**config.mk**
```make
export PLATFORM = sky130hd
export DESIGN_NAME = bcd_to_binary_seq_flat
export DESIGN_NICKNAME = d
export VERILOG_FILES = /design/src/rtl/bcd_to_binary_seq_if.sv /design/src/rtl/bcd_to_binary_seq.sv /design/src/flat_wrapper.sv
export SDC_FILE = /design/constraint.sdc
export NUM_CORES = 1
export LEC_CHECK = 0
export CAP_MARGIN = 30
export CORE_MARGIN = 2
export CORE_UTILIZATION = 40
export DETAILED_ROUTE_END_ITERATION = 8
export SYNTH_ARGS = -nofsm -noshare
export SYNTH_HDL_FRONTEND = slang
export SYNTH_SLANG_ARGS = --single-unit
```
**constraint.sdc**
```tcl
create_clock -name Clk -period 5.95 [get_ports Clk]
set_input_delay 1.19 -clock Clk [delete_from_list [all_inputs] [get_ports Clk]]
set_output_delay 1.19 -clock Clk [all_outputs]
set_load 0.02 [all_outputs]
```
**src/rtl/bcd_to_binary_seq_if.sv**
```systemverilog
// Handshake and data bundle for the sequential BCD-to-binary converter.
// The master drives the request and the eleven decimal digits; the slave
// returns the binary result and status.
interface bcd_to_binary_seq_if;
   logic        start;
   logic [3:0]  BCD0;
   logic [3:0]  BCD1;
   logic [3:0]  BCD2;
   logic [3:0]  BCD3;
   logic [3:0]  BCD4;
   logic [3:0]  BCD5;
   logic [3:0]  BCD6;
   logic [3:0]  BCD7;
   logic [3:0]  BCD8;
   logic [3:0]  BCD9;
   logic [3:0]  BCD10;
   logic [35:0] data;
   logic        busy;
   logic        done;
   logic        overflow;
   logic        err_digit;

   modport master (
      output start, BCD0, BCD1, BCD2, BCD3, BCD4, BCD5,
             BCD6, BCD7, BCD8, BCD9, BCD10,
      input  data, busy, done, overflow, err_digit
   );

   modport slave (
      input  start, BCD0, BCD1, BCD2, BCD3, BCD4, BCD5,
             BCD6, BCD7, BCD8, BCD9, BCD10,
      output data, busy, done, overflow, err_digit
   );
endinterface

```
**src/rtl/bcd_to_binary_seq.sv**
```systemverilog
// Sequential 11-digit BCD to 36-bit binary converter.
// Digits are captured on start, then folded most-significant first into a
// 37-bit accumulator (acc*10 + digit) over 11 cycles; the result is presented
// with a one-cycle done pulse and held until the next result or reset.
module bcd_to_binary_seq (
   input  logic                    Clk,
   input  logic                    Reset,
   bcd_to_binary_seq_if.slave      bus
);

   typedef enum logic [1:0] {
      IDLE    = 2'd0,
      CONVERT = 2'd1,
      DONE    = 2'd2
   } state_t;

   state_t      state_q, state_d;
   logic [3:0]  idx_q;
   logic [43:0] digits_q;
   logic [36:0] acc_q;
   logic        err_cap_q;
   logic [35:0] data_q;
   logic        overflow_q;
   logic        err_digit_q;

   logic [43:0] digits_in;
   logic        digits_in_bad;
   logic [3:0]  digit_cur;
   logic [36:0] acc_next;
   logic        last_digit;

   assign digits_in = {bus.BCD10, bus.BCD9, bus.BCD8, bus.BCD7, bus.BCD6,
                       bus.BCD5, bus.BCD4, bus.BCD3, bus.BCD2, bus.BCD1,
                       bus.BCD0};

   // Flag any incoming nibble outside 0..9 so the error is known at capture.
   always_comb begin
      // NOTE: every variable written here gets a default first, so no path
      // leaves it unassigned and no latch is inferred.
      digits_in_bad = 1'b0;
      for (int i = 0; i < 11; i++) begin
         if (digits_in[i*4 +: 4] > 4'd9) digits_in_bad = 1'b1;
      end
   end

   // Shift-and-add multiply by ten, plus the current zero-extended digit.
   assign digit_cur  = digits_q[{idx_q, 2'b00} +: 4];
   assign acc_next   = (acc_q << 3) + (acc_q << 1) + {33'd0, digit_cur};
   assign last_digit = (idx_q == 4'd0);

   // State register.
   always_ff @(posedge Clk) begin
      // NOTE: sequential state uses non-blocking assignments so every flop
      // samples pre-edge values regardless of statement order.
      if (Reset) state_q <= IDLE;
      else       state_q <= state_d;
   end

   // Next-state logic: start only matters in IDLE; CONVERT ends on digit 0.
   always_comb begin
      state_d = state_q;
      case (state_q)
         IDLE:    if (bus.start) state_d = CONVERT;
         CONVERT: if (last_digit) state_d = DONE;
         DONE:    state_d = IDLE;
         default: state_d = IDLE;
      endcase
   end

   // Status outputs decoded directly from the state.
   always_comb begin
      bus.busy = 1'b0;
      bus.done = 1'b0;
      case (state_q)
         CONVERT: bus.busy = 1'b1;
         DONE:    bus.done = 1'b1;
         default: ;
      endcase
   end

   // Datapath: capture, accumulate, and register the result on the last digit.
   always_ff @(posedge Clk) begin
      if (Reset) begin
         idx_q       <= 4'd0;
         digits_q    <= 44'd0;
         acc_q       <= 37'd0;
         err_cap_q   <= 1'b0;
         data_q      <= 36'd0;
         overflow_q  <= 1'b0;
         err_digit_q <= 1'b0;
      end else begin
         case (state_q)
            IDLE: begin
               if (bus.start) begin
                  digits_q  <= digits_in;
                  acc_q     <= 37'd0;
                  idx_q     <= 4'd10;
                  err_cap_q <= digits_in_bad;
               end
            end
            CONVERT: begin
               acc_q <= acc_next;
               if (last_digit) begin
                  // A bad digit forces a clean zero result but keeps the timing.
                  data_q      <= err_cap_q ? 36'd0 : acc_next[35:0];
                  overflow_q  <= err_cap_q ? 1'b0  : acc_next[36];
                  err_digit_q <= err_cap_q;
               end else begin
                  idx_q <= idx_q - 4'd1;
               end
            end
            default: ;
         endcase
      end
   end

   assign bus.data      = data_q;
   assign bus.overflow  = overflow_q;
   assign bus.err_digit = err_digit_q;

endmodule

```
**src/flat_wrapper.sv**
```systemverilog
// flat-port wrapper written by rule: the top's interface ports become plain ports
module bcd_to_binary_seq_flat 
  (Clk, Reset, bus_start, bus_BCD0, bus_BCD1, bus_BCD2, bus_BCD3, bus_BCD4, bus_BCD5, bus_BCD6, bus_BCD7, bus_BCD8, bus_BCD9, bus_BCD10, bus_data, bus_busy, bus_done, bus_overflow, bus_err_digit);
  bcd_to_binary_seq_if bus_i ();
  input  logic Clk;
  input  logic Reset;
  input wire logic [$bits(bus_i.start)-1:0] bus_start;
  input wire logic [$bits(bus_i.BCD0)-1:0] bus_BCD0;
  input wire logic [$bits(bus_i.BCD1)-1:0] bus_BCD1;
  input wire logic [$bits(bus_i.BCD2)-1:0] bus_BCD2;
  input wire logic [$bits(bus_i.BCD3)-1:0] bus_BCD3;
  input wire logic [$bits(bus_i.BCD4)-1:0] bus_BCD4;
  input wire logic [$bits(bus_i.BCD5)-1:0] bus_BCD5;
  input wire logic [$bits(bus_i.BCD6)-1:0] bus_BCD6;
  input wire logic [$bits(bus_i.BCD7)-1:0] bus_BCD7;
  input wire logic [$bits(bus_i.BCD8)-1:0] bus_BCD8;
  input wire logic [$bits(bus_i.BCD9)-1:0] bus_BCD9;
  input wire logic [$bits(bus_i.BCD10)-1:0] bus_BCD10;
  output wire logic [$bits(bus_i.data)-1:0] bus_data;
  output wire logic [$bits(bus_i.busy)-1:0] bus_busy;
  output wire logic [$bits(bus_i.done)-1:0] bus_done;
  output wire logic [$bits(bus_i.overflow)-1:0] bus_overflow;
  output wire logic [$bits(bus_i.err_digit)-1:0] bus_err_digit;
  assign bus_i.start = bus_start;
  assign bus_i.BCD0 = bus_BCD0;
  assign bus_i.BCD1 = bus_BCD1;
  assign bus_i.BCD2 = bus_BCD2;
  assign bus_i.BCD3 = bus_BCD3;
  assign bus_i.BCD4 = bus_BCD4;
  assign bus_i.BCD5 = bus_BCD5;
  assign bus_i.BCD6 = bus_BCD6;
  assign bus_i.BCD7 = bus_BCD7;
  assign bus_i.BCD8 = bus_BCD8;
  assign bus_i.BCD9 = bus_BCD9;
  assign bus_i.BCD10 = bus_BCD10;
  assign bus_data = bus_i.data;
  assign bus_busy = bus_i.busy;
  assign bus_done = bus_i.done;
  assign bus_overflow = bus_i.overflow;
  assign bus_err_digit = bus_i.err_digit;
  bcd_to_binary_seq u_core (.Clk(Clk), .Reset(Reset), .bus(bus_i));
endmodule
```
======== After elaboration in Yosys (flattened, before gate mapping) ========
Cells that the tools add are included.
storage, ports and cells
  input port bits ......................... 47
  output and inout bits ................... 40
  word-level logic and storage cells ...... 59
  register bits after elaboration ......... 125
cells by class
  shift-type cells ........................ 1
  add/sub/neg operators ................... 3
  muxes and demuxes ....................... 23
  reduce and logical (&&, ||, !) cells .... 8
  magnitude comparators ................... 11
  equality and inequality tests ........... 5
operators by type and width
  kind                                                   number
  two-way mux 36 bit                                     2
  one-hot mux 36 bit (2 select lines)                    1
  greater-than comparator 4 bit, second input constant   11
  indexed part select 44 x 7 -> 4 bit                    1
  adder 37 bit                                           1
  adder 37 x 4 -> 37 bit                                 1
  two-way mux 1 bit                                      14
  two-way mux 4 bit                                      2
  one-hot mux 4 bit (2 select lines)                     1
  AND reduction 2 bit                                    4
  zero test 4 bit                                        1
  two-way mux 2 bit                                      2
  inequality test 2 bit, second input constant           2
  one-hot mux 2 bit (2 select lines)                     1
  subtractor 4 x 1 -> 4 bit, second input constant       1
  AND reduction 3 bit                                    1
  equality test 2 x 1 -> 1 bit, second input constant    1
  equality test 2 bit, second input constant             1
  zero test 2 bit                                        1
  inequality test 2 x 1 -> 1 bit, second input constant  1
  nonzero test 2 bit                                     1

======== Logic depth before layout (Yosys ltp) ========
Gate-level depths: netlist (run 1).
  depth in word-level cells ............... 12
  gate-level depth with buffers ........... 17
  gate-level depth less buffers ........... 15

======== Worst setup path after synthesis (run 1) ========
OpenSTA, ideal clock, no wires.
  kind .................................... register -> register
  start ................................... reg u_core.idx_q[0]
  end ..................................... reg u_core.acc_q[22]
  clock period less this slack ............ 4,330 ps
  arrival time ............................ 4,205 ps
  stages on the path, launching flop included .. 17
  buffers on the path ..................... 2
  required time ........................... 5,825 ps
  slack ................................... 1,620 ps
  library setup time ...................... 125 ps
  path through ............................ dfxtp_1 -> clkbuf_1 -> clkbuf_1 -> mux4_2 -> mux2i_1 -> o22ai_1 -> ha_1 -> ha_1 -> fa_1 -> a21o_1 -> a21o_1 -> a21o_1 -> a31oi_1 -> o21ai_1 -> a311oi_1 -> xor2_1 -> o21ai_1
on the way
  cells in the longest elaborated chain, start to end .. 3
RTL lines
  what                                 RTL line                  text
  start: declaration                   bcd_to_binary_seq.sv:18   logic [3:0] idx_q;
  start signal: assignment             bcd_to_binary_seq.sv:109  idx_q <= idx_q - 4'd1;
  indexed part select 44 x 7 -> 4 bit  bcd_to_binary_seq.sv:47   assign digit_cur = digits_q[{idx_q, 2'b00} +: 4];
  adder 37 x 4 -> 37 bit               bcd_to_binary_seq.sv:48   assign acc_next = (acc_q << 3) + (acc_q << 1) + {33'd0, digit_cur};
  one-hot mux 36 bit (2 select lines)  bcd_to_binary_seq.sv:92   case (state_q)
  end signal: assignment               bcd_to_binary_seq.sv:102  acc_q <= acc_next;
  end: declaration                     bcd_to_binary_seq.sv:20   logic [36:0] acc_q;
No other way between the ends.
A chain may end at the register's enable or synchronous reset.

======== Worst setup path after layout (run 1) ========
  start ................................... reg u_core.idx_q[0]
  end ..................................... reg u_core.acc_q[28]
The elaborated chain is that of the path after synthesis.

==> metrics.csv, run 1 <==
stage,metric,value,unit
route,via count,6189,
timing,endpoints failing setup,0,
worst_setup_path,CP Data Required Time,6250,ps
clocking,H-Tree Depth,4,
route,Via density,5.46,
synth,Mean Syn Cell Area,8.51,um^2
finish,P&R area growth vs syn,22.1,%
clocking,clock sinks,125,
worst_setup_path,r2r setup slk,1440,ps
run_status,outcome,finished clean,
synth,ys async rst share,0,
clocking,Clock Path Buffers,2,
die,row count,48,
timing,Period minus WS final,4510,ps
global_route,first-pass GRT wire length,30800,um
timing,Max transition margin,0.365,
die,io pins,87,
worst_setup_path,CP max stage cell,dfxtp_1,
route,DRC viols,0,
worst_setup_path,critical path class,flip-flop to flip-flop,
global_route,global-route usage over all layers,0.208,
finish,Nets,1015,
synth,Post-Syn Area,7110,um^2
finish,area of the multi-input gates,4360,um^2
finish,fin cells,1134,
place,IO Port Bufs,86,
finish,Ant. Diodes,0,
worst_setup_path,Critical Path End Type,flip-flop,
global_route,Overflow after GRT,0,
finish,"commonest non-fill, non-tap cells in the layout","dfxtp_1, nand2_1, a21oi_1",
pwr,LEAKAGE,0.00365,uW
hold_path,HP Class,flip-flop to flip-flop,
synth,Synthesized Nets,954,
synth,Yosys top cell area share,0.352,
clocking,TritonCTS Buffers,17,
timing,RSZ-0062 raised after global routing,no,
die,CORE AREA,17400,um^2
timing,Least-Margin Pin Slew,953,ps
finish,layout cells sized above 1,0.0682,
clocking,clk root buf,clkbuf_16,
global_route,initial antenna violation count,0,
route,initial drt markers,438,
synth,dominant cell type by area after synthesis,dfxtp_1,
timing,max frequency,222,MHz
synth,Unique masters post-synth,63,
die,die area,18900,um^2
worst_setup_path,CP startpoint,u_core.idx_q[0]$_SDFFE_PP0P_,
die,die width,137,um
worst_setup_path,critical path endpoint,u_core.acc_q[28]$_SDFFE_PP0P_,
synth,Synth area leaders,"dfxtp_1, ha_1, nand2_1",
clocking,TritonCTS clock tree,done,
synth,sequential element share of the synthesized area,0.352,
worst_setup_path,worst r2r src,u_core.idx_q[0]$_SDFFE_PP0P_,
clocking,# hold bufs at CTS,0,
route,TritonRoute pass-1 iters,4,
place,Final GP Congestion,0.862,
global_route,pin count of the biggest net entering global routing,89,
timing,Final Slew Violations,0,
timing,fin crit share,0.758,
synth,Yosys warning count,0,
clocking,worst skew pair latency,430,ps
worst_setup_path,crit path launch type,flip-flop,
clocking,post-CTS sizing,0,
worst_setup_path,"critical path fanouts, max",16,
timing,"Hold Vio Cnt, Final",0,
pwr,Worst IR Drop VDD,0.000197,V
worst_setup_path,"slowest stage delay, CP",790,ps
finish,most common library cell in the layout ignoring fill and taps,dfxtp_1,
finish,Layout fillers,1695,
place,placed insts,1103,
pwr,Pwr per Cell Area,256,nW/um^2
synth,Syn Inst Count,836,
place,HPWL after detailed placement,13400,um
global_route,vias in the first global route,6012,
timing,clock skew,12.9,ps
flow_run,Max-Cap Viols,0,
clocking,Clock Pin Slew Worst Setup and Hold Paths,60,ps
worst_setup_path,R2R depth,14,
route,routed length per instance,16.5,um
route,aggregate routed wire length,18700,um
worst_setup_path,Worst Path Arrival,4810,ps
die,Chip Height,137,um
worst_setup_path,CP Cell Sequence,mux4_2 -> mux2i_1 -> o22ai_1 -> ha_1 -> ha_1 -> fa_1 -> a21o_1 -> a21o_1 -> a22oi_1 -> o2111a_1 -> o21ai_1 -> a41oi_1 -> xor2_1 -> o21ai_1,
route,Routed Antenna Nets,0,
synth,number of synthesized flops with an enable pin,0,
synth,register bit count reported by yosys,125,
worst_setup_path,RR Endpoint,u_core.acc_q[28]$_SDFFE_PP0P_,
synth,ys flop type,dfxtp_1,
finish,FF+latch area,2500,um^2
timing,setup TNS,0,ps
clocking,post-CTS setup buffer count,0,
die,Initial Utilization,0.410,
## layout make-up
| class | count | area share |
|---|---|---|
| well taps | 225 | 0.0324 |
| clock buffers | 18 | 0.0505 |
| clock inverters | 13 | 0.0138 |
| inverters | 13 | 0.00562 |
| repair buffers | 96 | 0.107 |
| flip-flops and latches | 125 | 0.288 |
| multi-input cells | 644 | 0.502 |
## registers in the layout (all words and copies together), names as in the netlist
register              cells
u_core.idx_q              4
u_core.state_q            2
u_core.bus.overflow       1
u_core.bus.err_digit      1
u_core.acc_q             36
u_core.digits_q          44
u_core.err_cap_q          1
u_core.bus.data          36
## critical path: cells and delay by family (launching register included)
family | cells | cell delay [ps]
adder cells (fa/ha/maj) | 3 | 940
XOR/XNOR | 1 | 190
AO/OA/AOI/OAI | 8 | 1730
multiplexers | 2 | 730
flip-flops | 1 | 790
## cell usage after synthesis (3+ instances only)
cell type,n
o22ai_1,3
nor4b_1,3
nor2_1,70
nand3b_1,11
xor2_1,10
a211oi_1,3
or4_1,4
and2_1,7
o21a_1,3
a21oi_1,89
ha_1,69
a22oi_1,44
nand2_1,120
mux2i_1,8
nand2b_1,4
o21ai_1,10
mux4_2,8
a31oi_1,3
clkbuf_1,50
xnor2_1,21
inv_1,12
and3_1,5
a21o_1,32
o21ai_0,24
nand4_1,7
nor3b_1,4
nand3_1,9
a22o_1,6
o21bai_1,7
nor4_1,5
nor3_1,7
dfxtp_1,125
o211ai_1,10
## how the worst min path moves through the flow
stage	startpoint	endpoint	slack (ps)	cells after the start
final	u_core.digits_q[1]$_SDFFE_PP0P_	u_core.digits_q[1]$_SDFFE_PP0P_	460	2
after global routing	u_core.digits_q[17]$_SDFFE_PP0P_	u_core.digits_q[17]$_SDFFE_PP0P_	470	2
after CTS	u_core.digits_q[33]$_SDFFE_PP0P_	u_core.digits_q[33]$_SDFFE_PP0P_	460	2
after detailed placement	u_core.digits_q[1]$_SDFFE_PP0P_	u_core.digits_q[1]$_SDFFE_PP0P_	450	2
after global placement	u_core.digits_q[13]$_SDFFE_PP0P_	u_core.digits_q[13]$_SDFFE_PP0P_	440	2
after floorplan	u_core.digits_q[10]$_SDFFE_PP0P_	u_core.digits_q[10]$_SDFFE_PP0P_	430	2
## through the flow
stage / power (uW) / hold WS [ps] / setup slack [ps] / area [um^2] / utilization
2_1_floorplan: 1130 / 433 / 1620 / 7110 / -
3_3_place_gp: 1250 / 443 / 1460 / 8130 / 0.468
3_5_place_dp: 1260 / 447 / 1390 / 8130 / 0.468
4_1_cts: 2250 / 456 / 1380 / 8690 / 0.501
5_1_grt: 2330 / 473 / 1070 / 8690 / 0.501
6_report: 2220 / 456 / 1440 / 8690 / 0.501
## routing by layer
| metal | share of wire | wire length (um) | vias to the layer above | track usage |
|---|---|---|---|---|
| met1 | 0.50 | 9320 | 2899 | 0.291 |
| li1 | - | - | 3160 | - |
| met2 | 0.45 | 8460 | 110 | 0.320 |
| met4 | 0.016 | 301 | 0 | 0.0687 |
| met5 | 0 | 0 | - | 0 |
| met3 | 0.032 | 592 | 20 | 0.0423 |
## cell families (layout without fill, tap and decap cells)
family                   Yosys count  after routing  synth area share
AO/OA/AOI/OAI                    257            257             0.235
AND/OR/NAND/NOR                  269            269             0.176
multiplexers                      16             16            0.0366
adder cells (fa/ha/maj)           71             71             0.127
XOR/XNOR                          31             31            0.0382
buffers and inverters             67            140            0.0357
flip-flops                       125            125             0.352
## where the power goes
part           switching (uW)  total (uW)  internal [uW]  leakage [uW]
logic                     184         313            129       0.00238
registers                47.8         922            874       0.00101
clock network             408         990            583      0.000256
total                     640        2220           1590       0.00365
Power figures use the tool's default switching activity.
==> run 2, diff against run 1 <==
==> constraint.sdc (replaced) <==
create_clock -name Clk -period 4.2 [get_ports Clk]
set_input_delay 0.84 -clock Clk [delete_from_list [all_inputs] [get_ports Clk]]
set_output_delay 0.84 -clock Clk [all_outputs]
set_load 0.02 [all_outputs]
==> run 2 against run 1 <==
  * Final cell count is 0.88% higher
  * Combinational power grew 48%
  * Clock power increased by 46%
  * Setup slack got worse by 1200 ps
  * Critical path type unchanged
  * Non-clock buffer count is 9 higher
  * Utilization grew 0.67 points
  * Sequential power grew 41%
  * Global-route usage rose by 0.33 points
  * Count of clock-buffer cells in the layout fell by 1
  * Final area grew 1.3%
  * Routed wire length is 1.2% higher
  * Maximum frequency increased by 13%
==> metrics.csv, run 2 (synthesis gave the netlist of run 1 again) <==
stage,metric,value,unit,change
worst_setup_path,"delay-heaviest family, CP",compound AO/OA/AOI/OAI gates,,
clocking,post-CTS setup buffer count,0,,unchanged
finish,number of flip-flops in the largest register,44,,unchanged
run_status,outcome,finished clean,,
pwr,Clock power frac,0.451,,+0.006
pwr,Pwr per Cell Area,364,nW/um^2,+42%
pwr,sequential power share,0.405,,-0.009
worst_setup_path,"slowest stage delay, CP",500,ps,-290 ps
timing,Max transition margin,0.374,,+0.00912
die,die width,137,um,unchanged
finish,"Core Util, Final",0.507,,+0.00670
clocking,clock sinks,125,,unchanged
finish,Layout fillers,1680,,-0.88%
place,Final GP Congestion,0.834,,-3.3%
worst_setup_path,CP startpoint,u_core.idx_q[0]$_SDFFE_PP0P_,,
global_route,first-pass GRT wire length,31200,um,+1.4%
timing,"Hold Vio Cnt, Final",0,,unchanged
route,aggregate routed wire length,18900,um,+1.2%
pwr,post-layout power,3210,uW,+44%
route,Via density,5.52,,+1.2%
die,row count,48,,unchanged
timing,Final Slew Violations,0,,unchanged
worst_setup_path,Worst path depth,14,,unchanged
die,io pins,87,,unchanged
route,TritonRoute pass-1 iters,4,,unchanged
worst_setup_path,worst r2r src,u_core.idx_q[0]$_SDFFE_PP0P_,,
worst_setup_path,r2r setup slk,220,ps,-1220 ps
pwr,switch share,0.296,,+0.00809
worst_setup_path,R2R depth,14,,unchanged
global_route,Overflow after GRT,0,,unchanged
timing,endpoints failing setup,0,,unchanged
global_route,pin count of the biggest net entering global routing,87,,-2.2%
timing,setup TNS,0,ps,unchanged
clocking,# hold bufs at CTS,0,,unchanged
timing,Period minus WS final,3980,ps,-530 ps
place,HPWL after detailed placement,13700,um,+2.2%
finish,Nets,1024,,+0.89%
pwr,Comb power frac,0.144,,+0.003
die,Initial Utilization,0.410,,unchanged
pwr,sw power,947,uW,+48%
worst_setup_path,critical path class,flip-flop to flip-flop,,
timing,fin crit share,0.947,,+0.189
finish,largest register by flop count,u_core.digits_q,,
pwr,Worst IR Drop VDD,0.000334,V,+70%
clocking,H-Tree Depth,4,,unchanged
worst_setup_path,RR Endpoint,u_core.bus.data[31]$_SDFFE_PP0P_,,
die,CORE AREA,17400,um^2,unchanged
global_route,vias in the first global route,6065,,+0.88%
worst_setup_path,CP Cell Sequence,mux4_2 -> mux2i_1 -> o22a_1 -> fa_1 -> inv_1 -> ha_1 -> a211oi_1 -> o21bai_1 -> a221o_1 -> a22o_1 -> a22o_4 -> or3_1 -> a32oi_1 -> nor2_1,,
place,IO Port Bufs,86,,unchanged
finish,most common library cell in the layout ignoring fill and taps,dfxtp_1,,
worst_setup_path,CP max stage cell,mux4_2,,
finish,"commonest non-fill, non-tap cells in the layout","dfxtp_1, nand2_1, a21oi_1",,
worst_setup_path,"critical path fanouts, max",8,,-8
clocking,TritonCTS Buffers,17,,unchanged
worst_setup_path,crit path launch type,flip-flop,,
timing,RSZ-0062 raised after global routing,no,,
route,DRC viols,0,,unchanged
clocking,worst skew pair latency,430,ps,about the same
worst_setup_path,Worst Path Arrival,4270,ps,-540 ps
timing,Least-Margin Pin Slew,938,ps,-15.0 ps
timing,max frequency,251,MHz,+13%
route,Routed Antenna Nets,0,,unchanged
worst_setup_path,Worst Path Buf+Inv,1,,+1
die,Chip Height,137,um,unchanged
finish,P&R area growth vs syn,23.8,%,
pwr,LEAKAGE,0.00373,uW,+2.2%
die,die area,18900,um^2,unchanged
clocking,clk root buf,clkbuf_16,,
clocking,Clock Path Buffers,2,,unchanged
finish,layout cells sized above 1,0.0849,,+0.0167
route,routed length per instance,16.5,um,+0.34%
worst_setup_path,Critical Path End Type,flip-flop,,
flow_run,Max-Cap Viols,0,,unchanged
timing,hold slack final,448,ps,-7.85 ps
hold_path,HP Class,flip-flop to flip-flop,,
clocking,TritonCTS clock tree,done,,
route,initial drt markers,373,,-15%
route,via count,6317,,+2.1%
finish,Ant. Diodes,0,,unchanged
global_route,initial antenna violation count,0,,unchanged
clocking,Clock Pin Slew Worst Setup and Hold Paths,60,ps,about the same
global_route,global-route usage over all layers,0.211,,+0.00333
timing,clock skew,10.0,ps,-2.89 ps
worst_setup_path,CP Data Required Time,4490,ps,-1760 ps
pwr,Int Pwr,2260,uW,+42%
worst_setup_path,critical path endpoint,u_core.bus.data[31]$_SDFFE_PP0P_,,
-- run 2: worst min-delay path by stage --
stage / start / slack, ps / depth (start not counted) / end
after floorplan: u_core.digits_q[10]$_SDFFE_PP0P_ / 430 / 2 / u_core.digits_q[10]$_SDFFE_PP0P_
after global placement: u_core.digits_q[41]$_SDFFE_PP0P_ / 440 / 2 / u_core.digits_q[41]$_SDFFE_PP0P_
after detailed placement: u_core.bus.data[4]$_SDFFE_PP0P_ / 450 / 2 / u_core.bus.data[4]$_SDFFE_PP0P_
after CTS: u_core.bus.data[4]$_SDFFE_PP0P_ / 450 / 2 / u_core.bus.data[4]$_SDFFE_PP0P_
after global routing: u_core.bus.data[4]$_SDFFE_PP0P_ / 480 / 2 / u_core.bus.data[4]$_SDFFE_PP0P_
final: u_core.bus.data[4]$_SDFFE_PP0P_ / 450 / 2 / u_core.bus.data[4]$_SDFFE_PP0P_
-- run 2: through the flow --
stage / area (um^2) / setup WS, ps / instances
global placement: 8200 / -0.557 / 1112
CTS: 8780 / 135 / 1144
floorplan: 7120 / 141 / 836
global route: 8810 / 5.50 / 1144
finish: 8810 / 222 / 1144
detailed placement: 8200 / -20.9 / 1112
-- run 2: per-layer routing --
layer,routed length [um],global-route usage,vias to the layer above
li1,-,-,3192
met1,9280,0.287,2986
met2,8770,0.337,114
met3,529,0.0423,25
met4,318,0.0676,0
met5,0,0,-
-- run 2: cell type report --
class	count	area, um^2	share of cell area
Multi-Input combinational cell	644	4390	0.498
Sequential cell	125	2510	0.285
Timing Repair Buffer	105	1000	0.114
Clock buffer	17	425	0.0483
Tap cell	225	282	0.0320
Clock inverter	15	153	0.0173
Inverter	13	48.8	0.00554
-- run 2: power by group through the flow --
| stage | Clock, uW | Combinational, uW | Sequential [uW] |
|---|---|---|---|
| after global routing | 1530 | 507 | 1310 |
| final | 1450 | 462 | 1300 |
| after global placement | 0 | 463 | 1320 |
| after CTS | 1470 | 465 | 1300 |
| after floorplan | 0 | 317 | 1290 |
| after detailed placement | 0 | 462 | 1320 |
-- run 2: repair_timing --
action / 4_1_cts / 5_1_grt
pin swaps: 0 / 1
gates resized for setup: 1 / 6
setup endpoints to repair: 3 / 15
-- run 2: tightest hold or removal path: cells and delay by family, from the launching register on --
family | cells | cell delay, ps
AOI/OAI and AO/OA | 1 | 50
and+or+nand+nor | 1 | 50
DFF | 1 | 300
==> run 3, diff against run 2 <==
--- a/config.mk
+++ b/config.mk
@@ -6,7 +6,8 @@
 export NUM_CORES = 1
 export LEC_CHECK = 0
 export CAP_MARGIN = 30
-export CORE_MARGIN = 2
+export CORE_ASPECT_RATIO = 2
+export CORE_MARGIN = 3
 export CORE_UTILIZATION = 40
 export DETAILED_ROUTE_END_ITERATION = 8
 export SYNTH_ARGS = -nofsm -noshare
==> run 3 against run 2 <==
  * Combinational power is 12% higher
  * Routed wire length is 11% higher
  * Critical endpoint unchanged
  * Via count is 1.6% higher
  * Highest routed layer unchanged
  * Power is 9.3% higher
  * Utilization is 1.2 points higher
  * Critical path type unchanged
  * Final area is 2.4% higher
==> metrics.csv, run 3 (synthesis gave the netlist of run 1 again) <==
stage,metric,value,unit,change
route,aggregate routed wire length,21000,um,+11%
timing,Final Slew Violations,0,,unchanged
place,Final GP Congestion,0.902,,+8.2%
global_route,first-pass GRT wire length,33500,um,+7.4%
worst_setup_path,CP max stage cell,mux4_2,,
timing,clock skew,10.5,ps,+0.458 ps
global_route,global-route usage over all layers,0.221,,+0.00918
finish,fin cells,1134,,-0.87%
clocking,Clock Pin Slew Worst Setup and Hold Paths,60,ps,about the same
pwr,post-layout power,3500,uW,+9.3%
global_route,Overflow after GRT,0,,unchanged
hold_path,HP Class,flip-flop to flip-flop,,
place,placed insts,1098,,-1.3%
finish,"Core Util, Final",0.520,,+0.0124
finish,Final Instance Area,9020,um^2,+2.4%
worst_setup_path,R2R depth,15,,+1
route,Via density,5.66,,+2.5%
clocking,# hold bufs at CTS,0,,unchanged
finish,"commonest non-fill, non-tap cells in the layout","dfxtp_1, nand2_1, a21oi_1",,
clocking,H-Tree Depth,4,,unchanged
die,Chip Height,195,um,+42%
timing,endpoints failing setup,0,,unchanged
worst_setup_path,CP Data Required Time,4510,ps,+20 ps
timing,fin crit share,0.957,,+0.0100
global_route,vias in the first global route,6466,,+6.6%
worst_setup_path,"slowest stage delay, CP",490,ps,about the same
clocking,clk root buf,clkbuf_16,,
route,Routed Antenna Nets,0,,unchanged
global_route,pin count of the biggest net entering global routing,102,,+17%
pwr,LEAKAGE,0.00383,uW,+2.6%
finish,Nets,1029,,+0.49%
pwr,Pwr per Cell Area,388,nW/um^2,+6.7%
worst_setup_path,Worst Path Arrival,4330,ps,+60 ps
worst_setup_path,CP startpoint,u_core.idx_q[0]$_SDFFE_PP0P_,,
clocking,worst skew pair latency,430,ps,about the same
die,die area,19500,um^2,+3.4%
place,IO Port Bufs,86,,unchanged
global_route,initial antenna violation count,0,,unchanged
finish,number of flip-flops in the largest register,44,,unchanged
route,via count,6416,,+1.6%
clocking,TritonCTS Buffers,17,,unchanged
worst_setup_path,worst r2r src,u_core.idx_q[0]$_SDFFE_PP0P_,,
finish,Layout fillers,1717,,+2.2%
finish,Ant. Diodes,0,,unchanged
flow_run,Max-Cap Viols,0,,unchanged
clocking,Clock Path Buffers,2,,unchanged
finish,P&R area growth vs syn,26.8,%,
place,Placed Area,8240,um^2,+0.47%
die,Initial Utilization,0.410,,unchanged
timing,Period minus WS final,4020,ps,+42.1 ps
timing,setup TNS,0,ps,unchanged
timing,max frequency,249,MHz,-1.0%
die,CORE AREA,17400,um^2,unchanged
worst_setup_path,CP Cell Sequence,buf_12 -> mux4_2 -> mux2i_1 -> o22a_1 -> fa_1 -> inv_1 -> ha_1 -> a211oi_2 -> o21bai_1 -> a221o_1 -> a22o_2 -> a22o_4 -> or3_1 -> a32oi_1 -> nor2_1,,
worst_setup_path,crit path launch type,flip-flop,,
clocking,TritonCTS clock tree,done,,
route,DRC viols,0,,unchanged
pwr,Worst IR Drop VDD,0.000248,V,-26%
route,TritonRoute pass-1 iters,5,,+1
finish,layout cells sized above 1,0.0952,,+0.0104
worst_setup_path,"critical path fanouts, max",12,,+4
die,io pins,87,,unchanged
route,initial drt markers,235,,-37%
timing,Max transition margin,0.518,,+0.145
finish,largest register by flop count,u_core.digits_q,,
place,HPWL after detailed placement,15900,um,+16%
timing,"Hold Vio Cnt, Final",0,,unchanged
hold_path,worst hold start,u_core.digits_q[41]$_SDFFE_PP0P_,,
timing,Least-Margin Pin Slew,722,ps,-216 ps
worst_setup_path,Critical Path End Type,flip-flop,,
clocking,clock sinks,125,,unchanged
route,routed length per instance,18.5,um,+12%
hold_path,Hold Path Depth,2,,unchanged
die,die width,100,um,-27%
run_status,outcome,finished clean,,
finish,most common library cell in the layout ignoring fill and taps,dfxtp_1,,
die,row count,68,,+42%
worst_setup_path,critical path class,flip-flop to flip-flop,,
-- run 3: changes by cell type in the layout (fill, tap and decap cells not counted), sizes merged --
cell,delta
buf,+5
inv,-7
clkinvlp,+1
clkbuf,+1
bufinv,+5
-- run 3: worst paths after layout --
| path | endpoint | slack [ps] |
|---|---|---|
| max | u_core.bus.data[31]$_SDFFE_PP0P_ | 180 |
| min | u_core.digits_q[41]$_SDFFE_PP0P_ | 450 |
| max reg2reg | u_core.bus.data[31]$_SDFFE_PP0P_ | 180 |
| min reg2reg | u_core.digits_q[41]$_SDFFE_PP0P_ | 450 |
-- run 3: through the flow --
step	setup slack [ps]	hold WS, ps
after global routing	-4.74	478
after CTS	77.9	456
after floorplan	141	433
final	180	455
after global placement	153	441
after detailed placement	101	447
-- run 3: worst max-delay path, delay by kind of cell (launching register included) --
family	cells	cell delay, ps
compound gates	7	1580
fa+ha+maj	2	670
buf+inv	2	270
flops	1	350
mux	2	640
simple gates	2	380
-- run 3: metal layers --
metal,routed length [um],vias up,global-route usage
met1,7120,3021,0.210
met2,12500,158,0.442
met3,673,49,0.0345
met4,658,0,0.0960
li1,-,3188,-
met5,0,-,0
-- run 3: power by group --
part | switching (uW) | internal [uW] | leakage, uW | total, uW
Clock | 576 | 1130 | 0.000326 | 1710
Combinational | 300 | 216 | 0.00249 | 516
Sequential | 43.9 | 1240 | 0.00101 | 1280
-- run 3: area by class of cell --
cell class,count,area (um^2),area share
Tap cell,210,263,0.0291
Clock inverter,14,240,0.0266
Inverter,13,48.8,0.00541
Sequential cell,125,2500,0.277
Timing Repair Buffer,110,1110,0.123
Clock buffer,18,439,0.0487
Multi-Input combinational cell,644,4420,0.490
-- run 3: repair_timing --
| item | 4_1_cts | 5_1_grt |
|---|---|---|
| setup endpoints to repair | 0 | 23 |
| resized for setup | 0 | 11 |
| buffers inserted | 0 | 3 |
| endpoints found under the hold margin | 0 | 0 |
